## config.mk

```make
export PLATFORM = sky130hd
export DESIGN_NAME = cpu_control_unit
export DESIGN_NICKNAME = d
export VERILOG_FILES = /design/src/rtl/cpu_defs_pkg.sv /design/src/rtl/instr_decoder.sv /design/src/rtl/cpu_control_unit.sv
export SDC_FILE = /design/constraint.sdc
export NUM_CORES = 1
export LEC_CHECK = 0
export ABC_AREA = 1
export CAP_MARGIN = 20
export CORE_AREA = 2 2 62 64
export CTS_CLUSTER_SIZE = 14
export DETAILED_ROUTE_END_ITERATION = 16
export DIE_AREA = 0 0 64 66
export HOLD_SLACK_MARGIN = 0.05
export PLACE_DENSITY = 0.69
export SYNTH_ARGS = -nofsm -noshare
export SYNTH_HDL_FRONTEND = slang
export SYNTH_SLANG_ARGS = --single-unit
```

## constraint.sdc

```tcl
create_clock -name clk -period 2.52 [get_ports clk]
set_input_delay 0.504 -clock clk [delete_from_list [all_inputs] [get_ports clk]]
set_output_delay 0.504 -clock clk [all_outputs]
set_load 0.02 [all_outputs]
```

## src/rtl/cpu_defs_pkg.sv

```systemverilog
// Shared definitions for the 8-bit RISC core: opcodes, ALU select codes, FSM states, field positions.
package cpu_defs_pkg;

  localparam logic [3:0] OP_ADD  = 4'h0;
  localparam logic [3:0] OP_SUB  = 4'h1;
  localparam logic [3:0] OP_AND  = 4'h2;
  localparam logic [3:0] OP_OR   = 4'h3;
  localparam logic [3:0] OP_XOR  = 4'h4;
  localparam logic [3:0] OP_LDI  = 4'h5;
  localparam logic [3:0] OP_BRZ  = 4'h6;
  localparam logic [3:0] OP_JMP  = 4'h7;
  localparam logic [3:0] OP_NOP  = 4'h8;
  localparam logic [3:0] OP_HALT = 4'hF;

  // ALU select codes are numerically equal to the ALU opcodes.
  localparam logic [3:0] ALU_ADD  = 4'h0;
  localparam logic [3:0] ALU_SUB  = 4'h1;
  localparam logic [3:0] ALU_AND  = 4'h2;
  localparam logic [3:0] ALU_OR   = 4'h3;
  localparam logic [3:0] ALU_XOR  = 4'h4;
  localparam logic [3:0] ALU_IDLE = 4'h0;

  localparam int OP_MSB  = 15;
  localparam int OP_LSB  = 12;
  localparam int RD_MSB  = 11;
  localparam int RD_LSB  = 10;
  localparam int RS1_MSB = 9;
  localparam int RS1_LSB = 8;
  localparam int RS2_MSB = 7;
  localparam int RS2_LSB = 6;
  localparam int IMM_MSB = 7;
  localparam int IMM_LSB = 0;

  typedef enum logic [2:0] {
    ST_FETCH,
    ST_DECODE,
    ST_EXEC,
    ST_WB,
    ST_HALT
  } state_t;

endpackage

```

## src/rtl/instr_decoder.sv

```systemverilog
// Combinational opcode classifier. CTRL_BRANCH_EN enables BRZ/JMP; otherwise ops 6/7 decode as illegal.
module instr_decoder
  import cpu_defs_pkg::*;
(
  input  logic [3:0] op,
  output logic [3:0] alu_sel,
  output logic       is_alu,
  output logic       is_ldi,
  output logic       is_brz,
  output logic       is_jmp,
  output logic       is_halt,
  output logic       illegal
);

  always_comb begin
    alu_sel = ALU_IDLE;
    is_alu  = 1'b0;
    is_ldi  = 1'b0;
    is_brz  = 1'b0;
    is_jmp  = 1'b0;
    is_halt = 1'b0;
    illegal = 1'b0;
    case (op)
      OP_ADD, OP_SUB, OP_AND, OP_OR, OP_XOR: begin
        is_alu  = 1'b1;
        alu_sel = op;
      end
      OP_LDI:  is_ldi = 1'b1;
`ifdef CTRL_BRANCH_EN
      OP_BRZ:  is_brz = 1'b1;
      OP_JMP:  is_jmp = 1'b1;
`endif
      OP_NOP:  ;
      OP_HALT: is_halt = 1'b1;
      default: illegal = 1'b1;
    endcase
  end

endmodule

```

## src/rtl/cpu_control_unit.sv

```systemverilog
// Multi-cycle control FSM: fetch over req/ack, decode, exec, write-back; PC and zero flag live here.
// Branch support (BRZ/JMP) is selected by CTRL_BRANCH_EN inside instr_decoder.
module cpu_control_unit
  import cpu_defs_pkg::*;
#(
  parameter int              INSTR_W  = 16,
  parameter int              PC_W     = 8,
  parameter logic [PC_W-1:0] RESET_PC = '0
) (
  input  logic               clk,
  input  logic               rst_n,
  output logic               IMem_Req,
  output logic [PC_W-1:0]    IMem_Addr,
  input  logic               IMem_Ack,
  input  logic [INSTR_W-1:0] IMem_Data,
  output logic [1:0]         RS1_Addr,
  output logic [1:0]         RS2_Addr,
  output logic [1:0]         RD_Addr,
  output logic               RF_WE,
  output logic               WB_Sel,
  output logic [7:0]         Imm,
  output logic [3:0]         ALU_Sel,
  input  logic               ALU_Zero,
  output logic               Zero_Flag,
  output logic               Halted,
  output logic               Illegal
);

  state_t              state_q, state_d;
  logic [INSTR_W-1:0]  ir_q;
  logic [PC_W-1:0]     pc_q;
  logic                zf_q;
  logic                started_q;

  logic [3:0] dec_alu_sel;
  logic       is_alu, is_ldi, is_brz, is_jmp, is_halt, dec_illegal;
  logic       fetch_done, take_branch;

  instr_decoder u_dec (
    .op      (ir_q[OP_MSB:OP_LSB]),
    .alu_sel (dec_alu_sel),
    .is_alu  (is_alu),
    .is_ldi  (is_ldi),
    .is_brz  (is_brz),
    .is_jmp  (is_jmp),
    .is_halt (is_halt),
    .illegal (dec_illegal)
  );

  assign fetch_done  = IMem_Req && IMem_Ack;
  assign take_branch = (state_q == ST_EXEC) && (is_jmp || (is_brz && zf_q));

  // started_q keeps IMem_Req low until the first edge after reset release,
  // so an Ack still high from before reset can never be taken.
  always_ff @(posedge clk or negedge rst_n) begin
    if (!rst_n) begin
      state_q   <= ST_FETCH;
      pc_q      <= RESET_PC;
      ir_q      <= '0;
      zf_q      <= 1'b0;
      started_q <= 1'b0;
    end else begin
      state_q   <= state_d;
      started_q <= 1'b1;
      if (fetch_done) begin
        ir_q <= IMem_Data;
        pc_q <= pc_q + PC_W'(1);
      end else if (take_branch) begin
        pc_q <= PC_W'(ir_q[IMM_MSB:IMM_LSB]);
      end
      if (state_q == ST_EXEC && is_alu) zf_q <= ALU_Zero;
    end
  end

  always_comb begin
    state_d  = state_q;
    IMem_Req = 1'b0;
    RF_WE    = 1'b0;
    WB_Sel   = 1'b0;
    ALU_Sel  = ALU_IDLE;
    Halted   = 1'b0;
    Illegal  = 1'b0;
    case (state_q)
      ST_FETCH: begin
        IMem_Req = started_q;
        if (started_q && IMem_Ack) state_d = ST_DECODE;
      end
      ST_DECODE: begin
        if (dec_illegal) begin
          Illegal = 1'b1;
          state_d = ST_FETCH;
        end else begin
          state_d = ST_EXEC;
        end
      end
      ST_EXEC: begin
        if (is_alu) ALU_Sel = dec_alu_sel;
        if (is_halt)                state_d = ST_HALT;
        else if (is_alu || is_ldi)  state_d = ST_WB;
        else                        state_d = ST_FETCH;
      end
      ST_WB: begin
        RF_WE   = 1'b1;
        WB_Sel  = is_ldi;
        state_d = ST_FETCH;
      end
      ST_HALT: Halted = 1'b1;
      default: state_d = ST_FETCH;
    endcase
  end

  assign IMem_Addr = pc_q;
  assign RS1_Addr  = ir_q[RS1_MSB:RS1_LSB];
  assign RS2_Addr  = ir_q[RS2_MSB:RS2_LSB];
  assign RD_Addr   = ir_q[RD_MSB:RD_LSB];
  assign Imm       = ir_q[IMM_MSB:IMM_LSB];
  assign Zero_Flag = zf_q;

endmodule

```

# Word level (Yosys, flattened, before mapping)
# Cells that the tools add are included.
# totals
register_bits	29
input_bits	20
out_inout_bits	32
elab_cells	45
# op_classes
add_sub_neg	1
n_eq_ne	12
mux	17
bitwise_logic	1
n_reduce_logical	9
# ops
op	n
4-bit 2-to-1 mux	3
3-bit case mux with 4 select lines	1
1-bit 2-to-1 mux	9
8-bit by 1-bit adder with 8-bit output, second input constant	1
4-bit by 2-bit == test with 1-bit output, second input constant	2
4-bit by 3-bit == test with 1-bit output, second input constant	2
4-bit == test, second input constant	2
8-bit OR reduction	1
3-bit by 2-bit == test with 1-bit output, second input constant	2
3-bit 2-to-1 mux	2
5-bit OR reduction	1
4-bit by 1-bit == test with 1-bit output, second input constant	1
4-bit zero test	1
2-bit 2-to-1 mux	2
3-bit by 1-bit == test with 1-bit output, second input constant	1
3-bit == test, second input constant	1
1-bit logical AND	3
3-bit zero test	1
2-bit != test, second input constant	1
2-bit AND reduction	1
1-bit logical OR	1
1-bit inverter	1

# Longest topological paths before layout
# Gate-level depths: netlist of run 1.
# logic_depth
depth_word	7
ltp_mapped	7

# By module
# From an unflattened synthesis of run 1, not the netlist that was laid out.
# unflattened
cells_unflattened	232
area_unflattened_um2	1721.7
# by_module_without_submodules
mod	instances	cells_per_inst	area_each_um2	seq_area_each_um2
cpu_control_unit	1	203	1599.0	725.7
instr_decoder	1	29	122.6	0.0

# Worst setup path after synthesis of run 1
# No wires, ideal clock.
# synth_timing
kind	register -> output
startpoint	register ir_q[15]
endpoint	output port WB_Sel
arrival_ns	1.214
required_time_ns	2.016
path_slack_ns	0.802
stages_incl_launch_ff	4
path_buffers	0
cell_sequence	dfrtp_1 > nor2_1 > nand2_1 > nor4_1
# synth_via
elab_chain_cells	3
# synth_rtl
item	line_no	rtl
start, declared	cpu_control_unit.sv:30	logic [INSTR_W-1:0] ir_q;
start signal, assigned	cpu_control_unit.sv:66	ir_q <= IMem_Data;
4-bit by 3-bit == test with 1-bit output	instr_decoder.sv:23	case (op)
1-bit 2-to-1 mux	instr_decoder.sv:23	
1-bit 2-to-1 mux	cpu_control_unit.sv:83	case (state_q)
end, declared	cpu_control_unit.sv:20	output logic WB_Sel,
# No other way between the ends.

# Worst setup path in the final report of run 1
# layout_timing
startpoint	register state_q[2]
endpoint	output port ALU_Sel[2]
# layout_via
elab_chain_cells	2
# layout_rtl
item	line_no	rtl
start, declared	cpu_control_unit.sv:29	state_t state_q, state_d;
start signal, assigned	cpu_control_unit.sv:63	state_q <= state_d;
3-bit by 2-bit == test with 1-bit output	cpu_control_unit.sv:83	
4-bit 2-to-1 mux	cpu_control_unit.sv:83	
end, declared	cpu_control_unit.sv:22	output logic [3:0] ALU_Sel,
# No other way between the ends.

==> results of run 1 <==
-- registers in the layout (all words and copies together), names as in the netlist --
signal and cells:
IMem_Addr 8, started_q 1, Zero_Flag 1, ir_q 16, state_q 3
-- area by class of cell --
type / instances / area (um2)
multi-input combinational: 119 / 538
fill: 333 / 1580
tap: 48 / 60.1
clock buffer: 8 / 48.8
sequential: 29 / 726
timing repair buffer: 53 / 526
inverter: 19 / 71.3
-- what timing repair did --
item	4_1_cts	5_1_grt
gates resized for setup	1	2
hold buffers	0	0
setup buffers	0	0
pin swaps	0	0
setup endpoints to repair	3	2
-- power by group through the flow --
| stage | Clock (uW) | Combinational (uW) | Sequential, uW |
|---|---|---|---|
| after floorplan | 0 | 457 | 946 |
| after global placement | 0 | 1040 | 785 |
| after detailed placement | 0 | 1060 | 789 |
| after CTS | 275 | 1060 | 788 |
| after global routing | 303 | 1160 | 819 |
| final | 260 | 1050 | 789 |
-- cells in the final DEF (no fill, tap or decap), drive strengths merged --
master	count
a21oi	1
a31oi	1
buf	3
clkbuf	8
clkdlybuf4s50	49
conb	2
dfrtp	29
dlymetal6s2s	1
ha	1
inv	19
nand2	78
nand3	6
nand4	5
nor2	12
nor3	3
nor4	1
o21ai	4
o22ai	1
xnor2	3
xor2	1
-- per-layer routing --
metal / GRT usage, % / up-vias
met3: 5.45 / 5
li1: - / 637
met1: 19.3 / 545
met5: 0 / -
met4: 6.79 / 0
met2: 25.5 / 36
-- kinds of logic after synthesis --
logic type | after synthesis | synth area share, %
other cells | 2 | 0.540
buf+inv | 26 | 9.98
flops | 29 | 52.2
simple gates | 105 | 31.2
xor+xnor | 4 | 2.52
compound gates | 7 | 2.70
fa+ha+maj | 1 | 0.899
-- worst max-delay path: cells and delay by family (launching register included) --
kind	cells	cell delay, ps
DFF	1	450
buffers and inverters	2	700
and+or+nand+nor	2	360
-- final timing paths --
check / slack, ps / start / to / cells past startpoint
worst min register to register: 470 / ir_q[8]$_DFFE_PN0P_ / ir_q[8]$_DFFE_PN0P_ / 2
worst max-delay path: 170 / state_q[2]$_DFFE_PN0P_ / ALU_Sel[2] / 4
min in group asynchronous: 550 / rst_n / Zero_Flag$_DFFE_PN0P_ / 2
worst min-delay path: 470 / ir_q[8]$_DFFE_PN0P_ / ir_q[8]$_DFFE_PN0P_ / 2
max in group asynchronous: 1700 / rst_n / ir_q[3]$_DFFE_PN0P_ / 2
worst max register to register: 960 / state_q[2]$_DFFE_PN0P_ / ir_q[13]$_DFFE_PN0P_ / 7
-- through the flow --
step,instance area (um2),utilization [%],total power [uW],hold WS (ps)
after floorplan,1390,-,1400,208
after global placement,1910,53.7,1830,454
after detailed placement,1910,53.7,1840,460
after CTS,1960,55.2,2120,481
after global routing,1970,55.5,2280,496
final,1970,55.5,2100,475
==> flow_summary_export.csv, run 1 <==
group,metric,value,unit
synth,syn_area,1390,um2
clocking,cts_tree,"built",
drt,via_count,1223,
power,swShare,41.2,%
global_routing,grt_pass1_wl,5.05,mm
power,p_int,1230,uW
synth,synth-main-ff-cell,"dfrtp_1",
drt,wl_met3,181,um
global_routing,grt_max_degree,30,
synth,synthCells,174,
drt,wire_per_inst,10.3,um
synth,yosysMostFrequentCell,"nand2_1",
synth,ys_seq_area_share,52.2,%
floorplan,start_util,39.2,%
setup_path,crit_chain,"nor3_4 > inv_1 > nor2_1 > clkdlybuf4s50_1",
timing,rsz0062_at_grt,"false",
timing,skew,2.41,ps
clocking,cts_root_buf,"clkbuf_4",
drt,routed_wl,2.85,mm
clocking,clk_latency,320,ps
drt,dr.pass1.iters,4,
setup_path,arrival,1850,ps
timing,setup_viol,0,
placed_design,place.gp.congestion,0.815,
floorplan,core_area,3550,um2
global_routing,antenna_found_initial,0,
drt,route.met2.wl,1.35,mm
outcome,outcome,"complete, no violations",
setup_path,crit_path_top_delay_cell,"clkdlybuf4s50_1",
synth,synth.area.top_cells,"dfrtp_1 (52%), nand2_1 (21%), inv_1 (4.3%)",
synth,yosysWarnings,0,
setup_path,startpoint_type,"register",
setup_path,cp.required,2020,ps
synth,yosysTopAreaCell,"dfrtp_1",
clocking,htreeDepth,2,
timing,post-route-min-period,2350,ps
floorplan,dieArea,4220,um2
cells_and_area,antenna_cells,0,
power,p_seq_share,37.6,%
drt,highest_layer,"met4",
clocking,clkTransAtPathRegs,80,ps
drt,drt_iter0_markers,47,
cells_and_area,drive_gt1_share,6.58,%
job,max_cap_violations,0,
power,power_density,1070,nW/um2
synth,synth_edf_count,0,
synth,netlist.area_leader.share,52.2,%
synth,synth_cell_types,23,
drt,routedLengthMet1,1.27,mm
timing,period_share,93.3,%
power,vdd_drop_max,0.000585,V
placed_design,place_inst,268,
timing,hold_violations,0,
setup_path,crit_type,"reg -> out",
cells_and_area,finalNonFillerCells,276,
clocking,cts_buffers,5,
drt,drc,0,
power,power_frac_comb,50.0,%
power,power_frac_clock,12.4,%
power,power_leakage,0.000981,uW
cells_and_area,area_growth,41.5,%
synth,synthArstFlopShare,100,%
floorplan,die_h,66,um
clocking,cts_buffer_depth,2,
power,power.switching,865,uW
placed_design,dpl.hpwl,2.06,mm
timing,fin_tns_setup,0,ps
floorplan,ios,52,
clocking,numClockSinks,29,
global_routing,grt_usage,15.8,%
drt,ant_nets,0,
hold_path,holdCritPathClass,"reg -> reg",
timing,fin_ws,169,ps
synth,synth_commonest_cells,"nand2_1 (78), dfrtp_1 (29), inv_1 (16)",
setup_path,path_max_fanout,5,
setup_path,cpPeakStageDelay,600,ps
placed_design,port_buffers,50,
cells_and_area,final_nets,248,
synth,synth_area_per_cell,8.00,um2
floorplan,fp.dieW,64,um
synth,mappedNetlistNets,195,
global_routing,grt_pass1_vias,1129,
global_routing,overflow,0,
placed_design,pre_cts_ws,351,ps
setup_path,cp-end-kind,"output port",
floorplan,fp-row-count,22,
synth,synth-seq-cells,29,
drt,vias_per_cell,4.43,
timing,slew_violations,0,
timing,maxClockFrequency,425,MHz
Note: power is estimated with default switching activity, not from simulation.
==> inputs of run 2 (changes only) <==
Settings changed: SLEW_MARGIN set to 30.
==> results of run 2 <==
The final DEF is identical to that of run 1; final timing and power are the same.
